**src/rtl/dmem_sram_bridge_pkg.sv**
```systemverilog
// Shared encodings for the data-side SRAM bridge: FSM states, d_en and d_size codes.
package dmem_sram_bridge_pkg;

  typedef enum logic [2:0] {
    ST_IDLE  = 3'd0,
    ST_REQ   = 3'd1,
    ST_WAIT  = 3'd2,
    ST_DONE  = 3'd3,
    ST_DRAIN = 3'd4
  } state_e;

  localparam logic [1:0] EN_NONE  = 2'b00;
  localparam logic [1:0] EN_LOAD  = 2'b01;
  localparam logic [1:0] EN_STORE = 2'b10;

  localparam logic [2:0] SZ_B = 3'b000;
  localparam logic [2:0] SZ_H = 3'b001;
  localparam logic [2:0] SZ_W = 3'b010;

endpackage

```
**src/rtl/dmem_addr_map.sv**
```systemverilog
// Fixed MIPS segment map: kseg0/kseg1 fold onto physical low 512MB, others pass through.
module dmem_addr_map #(
  parameter int ADDR_W = 32
) (
  input  logic [ADDR_W-1:0] vaddr,
  output logic [ADDR_W-1:0] paddr
);

  always_comb begin
    paddr = vaddr;
    if (vaddr[ADDR_W-1 -: 2] == 2'b10)
      paddr = vaddr & {3'b000, {(ADDR_W-3){1'b1}}};
  end

endmodule

```
**src/rtl/dmem_sram_bridge.sv**
```systemverilog
// Mem-stage to SRAM-like data bus bridge; one req/addr_ok/data_ok transaction per access.
// Define DMEM_ADDR_MAP_EN to apply the fixed kseg0/kseg1 address map to data_addr.
module dmem_sram_bridge
  import dmem_sram_bridge_pkg::*;
#(
  parameter int ADDR_W = 32,
  parameter int DATA_W = 32
) (
  input  logic                clk,
  input  logic                resetn,
  input  logic [1:0]          d_en,
  input  logic [ADDR_W-1:0]   d_addr,
  input  logic [DATA_W-1:0]   d_wdata,
  input  logic [2:0]          d_size,
  input  logic [DATA_W/8-1:0] w_byte_select,
  input  logic                mem_advance,
  input  logic                flush,
  output logic [DATA_W-1:0]   d_rdata,
  output logic                d_stall,
  output logic                data_req,
  output logic                data_wr,
  output logic [1:0]          data_size,
  output logic [ADDR_W-1:0]   data_addr,
  output logic [DATA_W-1:0]   data_wdata,
  output logic [DATA_W/8-1:0] data_wstrb,
  input  logic [DATA_W-1:0]   data_rdata,
  input  logic                data_addr_ok,
  input  logic                data_ok
);

  state_e              state_q, state_d;
  logic                req_q, req_d;
  logic                wr_q, wr_d;
  logic [1:0]          size_q, size_d;
  logic [ADDR_W-1:0]   addr_q, addr_d;
  logic [DATA_W-1:0]   wdata_q, wdata_d;
  logic [DATA_W/8-1:0] wstrb_q, wstrb_d;
  logic [DATA_W-1:0]   rdata_q, rdata_d;
  logic [ADDR_W-1:0]   map_addr;
  logic                new_req;
  logic                unused_size_hi;

`ifdef DMEM_ADDR_MAP_EN
  dmem_addr_map #(.ADDR_W(ADDR_W)) u_addr_map (
    .vaddr (d_addr),
    .paddr (map_addr)
  );
`else
  assign map_addr = d_addr;
`endif

  assign unused_size_hi = d_size[2];
  assign new_req = ((d_en == EN_LOAD) || (d_en == EN_STORE)) && !flush;

  always_comb begin
    state_d = state_q;
    req_d   = 1'b0;
    wr_d    = wr_q;
    size_d  = size_q;
    addr_d  = addr_q;
    wdata_d = wdata_q;
    wstrb_d = wstrb_q;
    rdata_d = rdata_q;
    d_stall = 1'b0;
    case (state_q)
      ST_IDLE: begin
        if (new_req) begin
          state_d = ST_REQ;
          req_d   = 1'b1;
          wr_d    = (d_en == EN_STORE);
          size_d  = d_size[1:0];
          addr_d  = map_addr;
          wdata_d = d_wdata;
          wstrb_d = (d_en == EN_STORE) ? w_byte_select : '0;
          d_stall = 1'b1;
        end
      end
      ST_REQ: begin
        d_stall = 1'b1;
        if (data_addr_ok) begin
          // An accepted address owes one data_ok; if it already arrived there is nothing to drain.
          if (flush)        state_d = data_ok ? ST_IDLE : ST_DRAIN;
          else if (data_ok) begin
            state_d = ST_DONE;
            if (!wr_q) rdata_d = data_rdata;
          end else          state_d = ST_WAIT;
        end else if (flush) state_d = ST_IDLE;
        else                req_d   = 1'b1;
      end
      ST_WAIT: begin
        d_stall = 1'b1;
        if (flush)        state_d = data_ok ? ST_IDLE : ST_DRAIN;
        else if (data_ok) begin
          state_d = ST_DONE;
          if (!wr_q) rdata_d = data_rdata;
        end
      end
      ST_DONE: begin
        if (flush || mem_advance) state_d = ST_IDLE;
      end
      ST_DRAIN: begin
        d_stall = 1'b1;
        if (data_ok) state_d = ST_IDLE;
      end
      default: state_d = ST_IDLE;
    endcase
  end

  always_ff @(posedge clk) begin
    if (!resetn) begin
      state_q <= ST_IDLE;
      req_q   <= 1'b0;
      wr_q    <= 1'b0;
      size_q  <= '0;
      addr_q  <= '0;
      wdata_q <= '0;
      wstrb_q <= '0;
      rdata_q <= '0;
    end else begin
      state_q <= state_d;
      req_q   <= req_d;
      wr_q    <= wr_d;
      size_q  <= size_d;
      addr_q  <= addr_d;
      wdata_q <= wdata_d;
      wstrb_q <= wstrb_d;
      rdata_q <= rdata_d;
    end
  end

  assign data_req   = req_q;
  assign data_wr    = wr_q;
  assign data_size  = size_q;
  assign data_addr  = addr_q;
  assign data_wdata = wdata_q;
  assign data_wstrb = wstrb_q;
  assign d_rdata    = rdata_q;

endmodule
```
**config.mk**
```make
export PLATFORM = sky130hd
export DESIGN_NAME = dmem_sram_bridge
export DESIGN_NICKNAME = d
export VERILOG_FILES = /design/src/rtl/dmem_sram_bridge_pkg.sv /design/src/rtl/dmem_addr_map.sv /design/src/rtl/dmem_sram_bridge.sv
export SDC_FILE = /design/constraint.sdc
export NUM_CORES = 1
export LEC_CHECK = 0
export ABC_AREA = 1
export ABC_CLOCK_PERIOD_IN_PS = 2340
export CAP_MARGIN = 20
export CORE_AREA = 2 2 78 154
export CTS_CLUSTER_DIAMETER = 120
export DETAILED_ROUTE_END_ITERATION = 10
export DIE_AREA = 0 0 80 156
export PLACE_DENSITY = 0.79
export SYNTH_ARGS = -nofsm -noshare
export SYNTH_HDL_FRONTEND = slang
export SYNTH_SLANG_ARGS = --single-unit
```
**constraint.sdc**
```tcl
create_clock -name clk -period 2.34 [get_ports clk]
set_input_delay 0.702 -clock clk [delete_from_list [all_inputs] [get_ports clk]]
set_output_delay 0.702 -clock clk [all_outputs]
set_load 0.01 [all_outputs]
```
# Word-level counts from Yosys, hierarchy flattened
# Index checks and enable logic that the tools add are counted.
# op_classes
n_reduce_logical,10
n_mux,22
eq_ne,12
# op_table
op,n
two-way mux 32 bit,4
case mux 32 bit (2 select lines),1
two-way mux 3 bit,9
case mux 3 bit (5 select lines),1
inequality test 2 bit (second input constant),4
== test 3 x 2 -> 1 bit (second input constant),2
inequality test 3 bit (second input constant),2
AND reduction 5 bit,1
two-way mux 1 bit,4
two-way mux 4 bit,1
case mux 1 bit (2 select lines),2
AND reduction 2 bit,2
== test 3 x 1 -> 1 bit (second input constant),1
== test 3 bit (second input constant),1
zero test 3 bit,1
OR reduction 3 bit,1
== test 2 x 1 -> 1 bit (second input constant),1
== test 2 bit (second input constant),1
logical OR 1 bit,2
nonzero test 2 bit,1
logical AND 1 bit,1
zero test 1 bit,1
# word_totals
output_inout_bits,105
word_cells,52
inputBits,111
reg_bits,107

# Depth between registers and ports, before layout
# Gate-level depths: netlist (run 1).
# logic_depth
depth_word,5
ltp_mapped,11
mapped_depth_nobuf,11

# Worst setup path after synthesis (run 1)
# Ideal clock, no wire load.
# synth_timing
path_type,in2out
start,input d_en[0]
end,output d_stall
t_required_ns,1.638
path_buffers,1
setup_slack_ns,-0.043
path_stages,8
arrival_time_ns,1.681
cell_sequence,inv_1 > ha_1 > inv_1 > nand4_4 > inv_2 > buf_2 > a21oi_1 > nand3_1
# synth_between
elab_chain_len,5
word_cells_on_any_way,6
cone_classes,eq/ne: 2; mux: 2; reduce/logical: 2
# synth_rtl
element,line_no,source
start: declaration,dmem_sram_bridge.sv:11,"input logic [1:0] d_en,"
== test 2 x 1 -> 1 bit / == test 2 bit (equally long branches),dmem_sram_bridge.sv:53,assign new_req = ((d_en == EN_LOAD) || (d_en == EN_STORE)) && !flush;
logical OR 1 bit (*),dmem_sram_bridge.sv:53,
logical AND 1 bit (*),dmem_sram_bridge.sv:53,
two-way mux 1 bit (*),dmem_sram_bridge.sv:67,if (new_req) begin
case mux 1 bit (2 select lines) (*),dmem_sram_bridge.sv:65,case (state_q)
end: declaration,dmem_sram_bridge.sv:19,"output logic d_stall,"
# Every way passes the cells marked *; elsewhere a longest branch is shown, timed or not.

# Worst setup path in the final report (run 1)
# layout_timing
start,input d_en[1]
end,output d_stall
# The elaborated chain is that of the path after synthesis.

==> impl_results.md, run 1 <==
* Mapped Nets at roughly 610
* CTS Hold Bufs at 0
* Worst slew pin tran at between 0.7 and 0.8 ns
* Initial Utilization at 0.341
* Peak supply drop at ~0.5 mV
* Vias in the first global route at 3783
* Crit path launch type: input port
* Sink Count at between 100 and 150
* Reg2reg path depth at 9
* Hold slack at 0.464 ns
* Clock power share at 0.274
* Crit path capture type: output pin
* Initial DRC Count at 185
* WP data arrival at 1.58 ns
* Status: finished, final reports clean
* Final min period at between 2 and 2.5 ns
* Final hold vios at 0
* Max H-tree Level at 3
* First-pass GRT wire length at 18.2 mm
* Net Sw Frac at 0.303
* Power density cells at around 800 mW/mm2
* Final period util at 0.973
* WHS Path Cells at 2
* Register area share after synthesis at 0.557
* Die height at 156 um
* #FFs+latches synth at 107
* Overflow after GRT at 0
* Max cap viols at 0
* Port bufs at between 200 and 250
* Clk slew on worst S/H paths at approximately 0.07 ns
* NetSw at 0.00157 W
* CTS tree: done
* Worst-path fanout max at 2
* Worst Hold Class: reg -> reg
* Unique masters post-synth at 20
* Die X at roughly 80 um
* Routed WL at 12.0 mm
* Synth-to-Final Area Change at 66.5%
* Final setup viols at 0
* CTS Buf Count at 9
* Largest net degree at the start of global routing at 72
* Die area at 0.0125 mm2
* Initial DRT Pass Iterations at 4
* Post-route ant nets at 0
* Fin nets at 820
* Synthesis Warnings at 0
* Synthesized area at 0.00385 mm2
* GP Congestion at roughly 0.93
* Area share of the leading cell type in the synthesized netlist at 0.557
* Fmax at 439 MHz
* Root Buffer: clkbuf_16
* Clock skew at approximately 0.012 ns
* Row cnt at 55
* Synth area leaders: dfxtp_1 (56%), nand2_1 (15%), a21oi_1 (9.5%), nor2_1 (6.9%), o21ai_0 (4.4%)
* Initial antenna violation count at 0
* # fillers at 1037
* Yosys top cell by area: dfxtp_1
* RSZ-0062 raised after global routing: no
* Remaining routing DRC violations at 0
* Slew Viols, Final at 0
* Clock Path Buffers at 2
* Final core utilization at 0.568
* Total GRT Usage at 0.187
* Leakage at 2.35 nW
* Vias at about 4000
* Flop pwr share at 0.425
* Drt via density at 4.73
* DP Wirelength at slightly below 9 mm
* Mean Syn Cell Area at roughly 7.7 um2
* Core area at 0.0113 mm2
* Cells after Synth at 502
* N_diodes at 0
* Internal cell power at 0.00362 W
* Clock Latency Late Sink at 0.34 ns
* Crit path required time at between 1.5 and 2 ns
* Worst slew margin at 0.527
* Combinational Power Share at 0.301
* Boundary pin count at between 200 and 250
* WS Path Type: in -> out
* Fraction of layout cells with a size suffix above 1 at 0.0589
* WL/cell at about 14 um
==> logic make-up (layout without fill, tap and decap cells) <==
group | count (synthesis) | after routing | share of synthesized area
compound gates | 108 | 108 | 0.141
buf+inv | 44 | 255 | 0.0504
simple gates | 242 | 242 | 0.248
flops | 107 | 107 | 0.557
fa+ha+maj | 1 | 1 | 0.00325
==> state kept, by name, indices dropped and copies added, names as in the netlist <==
register	count
data_addr	32
data_size	2
data_wr	1
state_q	3
data_wstrb	4
d_rdata	32
data_wdata	32
data_req	1
==> final cells by class <==
class | count | area [um2] | area share
clock buffer | 11 | 243 | 0.0379
clock inverter | 5 | 37.5 | 0.00586
inverter | 13 | 48.8 | 0.00762
multi-input combinational | 351 | 1520 | 0.237
sequential | 107 | 2140 | 0.334
tap | 142 | 178 | 0.0277
timing repair buffer | 226 | 2240 | 0.350
==> cell usage after synthesis (all sizes together) <==
master,instances
ha,1
clkbuf,16
o21ai,34
or2,1
a21oi,73
nor2,73
o21a,1
inv,13
dfxtp,107
nor3,2
nand2,157
nand4,1
buf,15
nand3,8
==> layer usage <==
metal | GRT usage | wire length, um | vias up
li1 | - | - | 2006
met1 | 0.185 | 4230 | 1843
met2 | 0.346 | 6550 | 158
met3 | 0.0370 | 660 | 38
met4 | 0.113 | 546 | 0
met5 | 0 | 0 | -
==> path summary, 6_finish.rpt <==
path                              from                          to  slack [ns]
max                            d_en[1]                     d_stall        0.06
min reg2reg  data_addr[3]$_SDFFE_PN0P_   data_addr[3]$_SDFFE_PN0P_        0.46
max reg2reg    state_q[1]$_SDFFE_PN0P_  data_wstrb[0]$_SDFFE_PN0P_        0.42
min          data_addr[3]$_SDFFE_PN0P_   data_addr[3]$_SDFFE_PN0P_        0.46
==> cell usage in the layout, fill, tap and decap left out, types with 2 or more instances in the layout <==
master,netlist,final
nor3_1,2,2
dfxtp_1,107,107
buf_12,0,2
buf_2,8,3
buf_4,5,10
nor2_1,71,71
clkdlybuf4s50_1,0,210
o21ai_0,34,34
inv_2,5,6
clkbuf_16,0,9
nand3_1,7,7
inv_1,8,7
nand2_1,157,157
clkinvlp_4,0,2
a21oi_1,73,72
==> power groups by stage <==
stage / sequential [W] / combinational (W) / clock [W]
floorplan: 0.00234 / 0.000648 / 0
CTS: 0.00220 / 0.00157 / 0.00146
global route: 0.00223 / 0.00171 / 0.00153
global placement: 0.00223 / 0.00153 / 0
finish: 0.00221 / 0.00156 / 0.00142
detailed placement: 0.00224 / 0.00157 / 0
==> what timing repair did <==
item | 4_1_cts | 5_1_grt
gates resized for setup | 12 | 0
setup buffers | 3 | 0
setup endpoints to repair | 6 | 0
==> stage by stage <==
step	TNS, ns	worst slack, ns	cells	total power, W	cell area, um2
floorplan	0	0.0103	502	0.00299	3850
global placement	-22.53	-0.786	836	0.00376	6110
detailed placement	-23.89	-0.787	836	0.00381	6110
CTS	0	0.0633	855	0.00524	6400
global route	0	0.0107	855	0.00547	6400
finish	0	0.0627	855	0.00519	6400
==> critical path: stages <==
cell,delay [ns]
buf_2,0.10
ha_1,0.29
inv_2,0.08
nand4_4,0.07
inv_2,0.08
a21oi_2,0.03
nand3_1,0.08
buf_2,0.14
(Power assumes the default switching activity.)
==> run 2: changes to the inputs <==
--- a/config.mk
+++ b/config.mk
@@ -16,3 +16,4 @@
 export SYNTH_ARGS = -nofsm -noshare
 export SYNTH_HDL_FRONTEND = slang
 export SYNTH_SLANG_ARGS = --single-unit
+export TNS_END_PERCENT = 30
==> results of run 2 <==
No change in the layout: final DEF, timing and power equal those of run 1.
